File: src/rtl/keyed_demod.sv
// keyed_demod: recovers a 16-bit keyed code from an ASK/FSK DAC-code sample stream
module keyed_demod #(
  parameter int BIT_CYCLES = 10000,
  parameter int HYST = 64,
  parameter int MID = 8192
) (
  input  logic        clk_100M,
  input  logic        rst,
  input  logic [2:0]  mode,
  input  logic        start,
  input  logic [13:0] sample_in,
  input  logic [12:0] amp_th,
  input  logic [15:0] cross_th,
  output logic [15:0] code_out,
  output logic        code_valid,
  output logic        busy,
  output logic        err
);
  localparam int CW = BIT_CYCLES > 1 ? $clog2(BIT_CYCLES) : 1;
  typedef enum logic [1:0] {IDLE, RUN, DONE} state_t;
  state_t r_state, w_next;
  logic          r_fsk, r_arm, r_err;
  logic [CW-1:0] r_cyc;
  logic [3:0]    r_bit;
  logic [12:0]   r_peak;
  logic [15:0]   r_xcnt, r_sr, r_code;
  logic signed [14:0] w_diff;
  logic [14:0]   w_abs;
  logic [12:0]   w_mag, w_peak;
  logic [15:0]   w_xcnt;
  logic          w_ok_mode, w_accept, w_bad, w_last, w_end, w_low, w_high, w_rise, w_bit;
  assign w_ok_mode = mode == 3'b100 || mode == 3'b101;
  assign w_accept  = start && r_state == IDLE && w_ok_mode;
  assign w_bad     = start && r_state == IDLE && !w_ok_mode;
  assign w_last    = r_cyc == CW'(BIT_CYCLES - 1);
  assign w_end     = r_state == RUN && w_last && r_bit == 4'd15;
  assign w_diff    = $signed({1'b0, sample_in}) - $signed(15'(MID));
  assign w_abs     = w_diff[14] ? 15'(-w_diff) : 15'(w_diff);
  assign w_mag     = w_abs > 15'd8191 ? 13'h1FFF : w_abs[12:0];
  assign w_peak    = w_mag > r_peak ? w_mag : r_peak;
  assign w_low     = {1'b0, sample_in} < 15'(MID - HYST);
  assign w_high    = {1'b0, sample_in} >= 15'(MID + HYST);
  assign w_rise    = r_arm && w_high;
  assign w_xcnt    = (w_rise && r_xcnt != 16'hFFFF) ? r_xcnt + 16'd1 : r_xcnt;
  // Slice including the current (last) sample of the window
  assign w_bit     = r_fsk ? (w_xcnt >= cross_th) : (w_peak >= amp_th);
  assign code_out  = r_code;
  // State register
  always_ff @(posedge clk_100M)
    if (rst) r_state <= IDLE;
    else r_state <= w_next;
  // Next-state logic
  always_comb
    w_next = r_state == IDLE ? (w_accept ? RUN : IDLE) : r_state == RUN ? (w_end ? DONE : RUN) : IDLE;
  // Outputs decoded from state; err is a registered pulse
  always_comb begin
    busy       = r_state == RUN;
    code_valid = r_state == DONE;
    err        = r_err;
  end
  // Window datapath: peak/crossing accumulation, slicing and code capture
  always_ff @(posedge clk_100M)
    if (rst) begin
      r_err  <= 1'b0;
      r_fsk  <= 1'b0;
      r_arm  <= 1'b0;
      r_cyc  <= '0;
      r_bit  <= '0;
      r_peak <= '0;
      r_xcnt <= '0;
      r_sr   <= '0;
      r_code <= '0;
    end else begin
      r_err <= w_bad;
      if (w_accept) begin
        r_fsk  <= mode[0];
        r_arm  <= 1'b0;
        r_cyc  <= '0;
        r_bit  <= '0;
        r_peak <= '0;
        r_xcnt <= '0;
        r_sr   <= '0;
      end else if (r_state == RUN) begin
        r_arm  <= w_low ? 1'b1 : w_rise ? 1'b0 : r_arm;
        r_cyc  <= w_last ? '0 : r_cyc + 1'b1;
        r_peak <= w_last ? '0 : w_peak;
        r_xcnt <= w_last ? '0 : w_xcnt;
        if (w_last) begin
          r_sr  <= {r_sr[14:0], w_bit};
          r_bit <= r_bit + 1'b1;
        end
        if (w_end) r_code <= {r_sr[14:0], w_bit};
      end
    end
endmodule

File: config.mk
export PLATFORM = sky130hd
export DESIGN_NAME = keyed_demod
export DESIGN_NICKNAME = d
export VERILOG_FILES = /design/src/rtl/keyed_demod.sv
export SDC_FILE = /design/constraint.sdc
export NUM_CORES = 1
export LEC_CHECK = 0
export ABC_AREA = 1
export CAP_MARGIN = 20
export CORE_ASPECT_RATIO = 2
export CORE_MARGIN = 3
export CORE_UTILIZATION = 35
export CTS_BUF_LIST = sky130_fd_sc_hd__clkbuf_4
export DETAILED_ROUTE_END_ITERATION = 16
export SLEW_MARGIN = 20
export SYNTH_ARGS = -nofsm -noshare
export SYNTH_HDL_FRONTEND = slang
export SYNTH_SLANG_ARGS = --single-unit
File: constraint.sdc
create_clock -name clk_100M -period 4.7 [get_ports clk_100M]
set_input_delay 0.705 -clock clk_100M [delete_from_list [all_inputs] [get_ports clk_100M]]
set_output_delay 0.705 -clock clk_100M [all_outputs]
set_load 0.01 [all_outputs]
==> results.md <==
* Status: complete, no violations
* Worst skew pair latency at 0.46 ns
* Relative slew slack at 54.88%
* Synth area leader: dfxtp_1
* Final Max Tran Viols at 0
* Detail Placement HPWL at 11470 microns
* Clock slew at reported path FFs at 0.15 ns
* Core Util, Final at 42.30%
* Synth Area in XOR/XNOR at 3.328%
* Clock Path Buffers at 2
* Port buffer count at 67
* Detailed Routing Iterations Pass 1 at 6
* Die ar. at 18210 sq um
* Initial core utilization at 36.13%
* Count of different cell masters after synthesis at 40
* Post-synthesis mux area share at 0%
* Mean post-synth cell area at 6.685 sq um
* Pwr Total at 1.440 mW
* Root buf cell: clkbuf_4
* First-pass GRT wire length at 24590 microns
* Post-Synth Simple-Gate Area at 35.34%
* Synth Area in Adders at 9.942%
* Io pins at 68
* Worst clock skew at 0.01502 ns
* Largest net degree at the start of global routing at 35
* Final Hold Slack at 0.4748 ns
* WP data arrival at 4.64 ns
* Die height at 187.9 microns
* Final setup vio count at 0
* Post-synth EDFFs at 0
* Actual slew at the worst max-slew pin at 0.6758 ns
* Final hold violation count at 0
* CP Capture Type: register
* RSZ-0062 raised after global routing: no
* Final critical-path required period at 4.248 ns
* Crit path launch type: input port
* VDD IR max at 0.1617 mV
* Top cell type's share of synthesized area at 28.70%
* Cell Rows at 65
* CTS sink cnt at 83
* Flip-flop and latch area at 1662 sq um
* Max Clock Freq at 235.4 MHz
* Initial antenna violation count at 1
* Synthesis-to-layout area growth at 17.05%
* CTS Hold Bufs at 0
* Setup CP Type: input port to register
* Synth warnings at 0
* Main combinational cell family by area after synthesis: simple AND/OR/NAND/NOR gates
* Synth top area cells: dfxtp_1 29%, nand2_1 13%, ha_1 9.9%
* Mapped Cells at 866
* Fin nets at 1025
* Compound-Gate Fraction of Synth Area at 10.48%
* TritonCTS clock tree: built
* Synth Cell Area at 5789 sq um
* Num CTS Buffers at 9
* Max FO, Critical Path at 14
* Cell area after layout at 6777 sq um
* Mapped Nets at 961
* Iteration-0 DRC Markers at 210
* Fill cells at 1730
* CP required at 5.10 ns
* Total congestion overflow at 0
* Most frequent cells in the layout: 194 x nand2_1, 140 x inv_1, 84 x nor2_1
* Multi-input combinational cell area at 3445 sq um
* Worst hold path class: register to register
* Synth Register Bits at 83
* Fin crit share at 90.39%
* Vias at 5447
* Most common cell after layout, fill and taps aside: nand2_1
* Leakage at 3.022 nW
* CORE AREA at 16020 sq um
* Via count of the first global-routing pass at 5436
* Total GRT Usage at 16.25%
* Htree depth at 3
* Power density over cell area at 212.5 nW/um^2
* Maxcap violations at 0
* Via/cell ratio at 4.791
* Total Wirelength at 14510 microns
* Final ANT Viol Nets at 0
* Async SR Flop Fraction at 0%
* Placer Congestion at 0.8295
* Seq/Total Area, Yosys at 28.70%
* Main synth FF type: dfxtp_1
* Die W at 96.94 microns
* Share of cells above drive strength 1 at 8.984%
* Avg WL per Cell at 12.76 microns
* DP Area at 6624 sq um
* Residual DRC at 0
==> where the power goes <==
group          internal (mW)  switching, mW  leakage, nW
clock                  0.118          0.289       0.0709
sequential             0.711        0.00476        0.669
combinational          0.130          0.186         2.28
total                  0.960          0.480         3.02
==> synth_stat cells, types with 4 or more instances <==
| master | n |
|---|---|
| inv_1 | 140 |
| o22ai_1 | 12 |
| inv_2 | 7 |
| nand3_1 | 60 |
| dfxtp_1 | 83 |
| nor2_1 | 85 |
| nor2_2 | 4 |
| nand3_2 | 8 |
| nand4_1 | 14 |
| nor3_1 | 11 |
| nor2_4 | 4 |
| buf_6 | 4 |
| buf_2 | 9 |
| clkbuf_1 | 5 |
| nand2_2 | 22 |
| a21oi_1 | 62 |
| and2_1 | 11 |
| ha_1 | 46 |
| xor2_1 | 20 |
| nand2_1 | 195 |
| o21ai_0 | 35 |
==> timing repair <==
| item | 4_1_cts | 5_1_grt |
|---|---|---|
| endpoints found under the setup margin | 0 | 2 |
| buffers inserted | 0 | 0 |
| resized for setup | 0 | 6 |
==> critical path: stages <==
cell and delay (ns):
clkdlybuf4s50_1 0.43, inv_1 0.08, ha_1 0.19, nand2_1 0.09
nor2_2 0.15, nand2_1 0.08, nand2_1 0.06, nand2_1 0.05
a21oi_1 0.18, inv_1 0.07, ha_1 0.29, nand2_1 0.06
nor2_1 0.15, inv_1 0.11, nor3_4 0.24, inv_2 0.08
nand2_4 0.15, nand2_1 0.08, and2_1 0.17, ha_1 0.29
nand2_1 0.12, nor4_1 0.37, o21ai_0 0.15, nand3_1 0.10
nand2_1 0.08, o21ai_0 0.13
==> layer usage <==
layer,share of wire (%),track usage (%),wire (microns)
met4,2.0,6.111,287
met2,57,32.67,8223
met3,1.9,1.564,269
met5,0,0,0
met1,39,16.81,5729
==> flip-flops by register name, indices dropped and copies added, names as in the netlist <==
register  flops
code_out     16
err           1
r_arm         1
r_bit         4
r_cyc        14
r_fsk         1
r_peak       13
r_sr         15
r_state       2
r_xcnt       16
==> area by class of cell <==
class	count	area share (%)
multi-input combinational	613	50.83
sequential	83	24.52
timing repair buffer	76	10.89
inverter	147	8.143
tap	201	3.711
clock buffer	9	0.9970
clock inverter	7	0.8678
antenna	1	0.03693
==> metrics by stage <==
stage	instances	setup WS, ns	setup TNS, ns
after floorplan	866	0.9055	0
after global placement	1120	-0.03466	-0.05192
after detailed placement	1120	-0.1275	-0.2316
after CTS	1136	0.3701	0
after global routing	1137	0.02548	0
final	1137	0.4517	0
==> cell families (layout without fill, tap and decap cells) <==
| kind of cell | Yosys count | after routing |
|---|---|---|
| simple gates | 430 | 430 |
| buf+inv | 170 | 239 |
| compound gates | 115 | 115 |
| flops | 83 | 83 |
| fa+ha+maj | 46 | 46 |
| xor+xnor | 22 | 22 |
| other cells | 0 | 1 |
==> worst paths after layout <==
kind,slack (ns),cells past startpoint,to,startpoint
setup / recovery,0.45,26,r_sr[0],sample_in[0]
hold / removal,0.47,2,r_peak[12],r_peak[12]
setup reg to reg,1.49,16,r_sr[0],r_xcnt[0]
hold reg to reg,0.47,2,r_peak[12],r_peak[12]
Power figures use the tool's default switching activity.
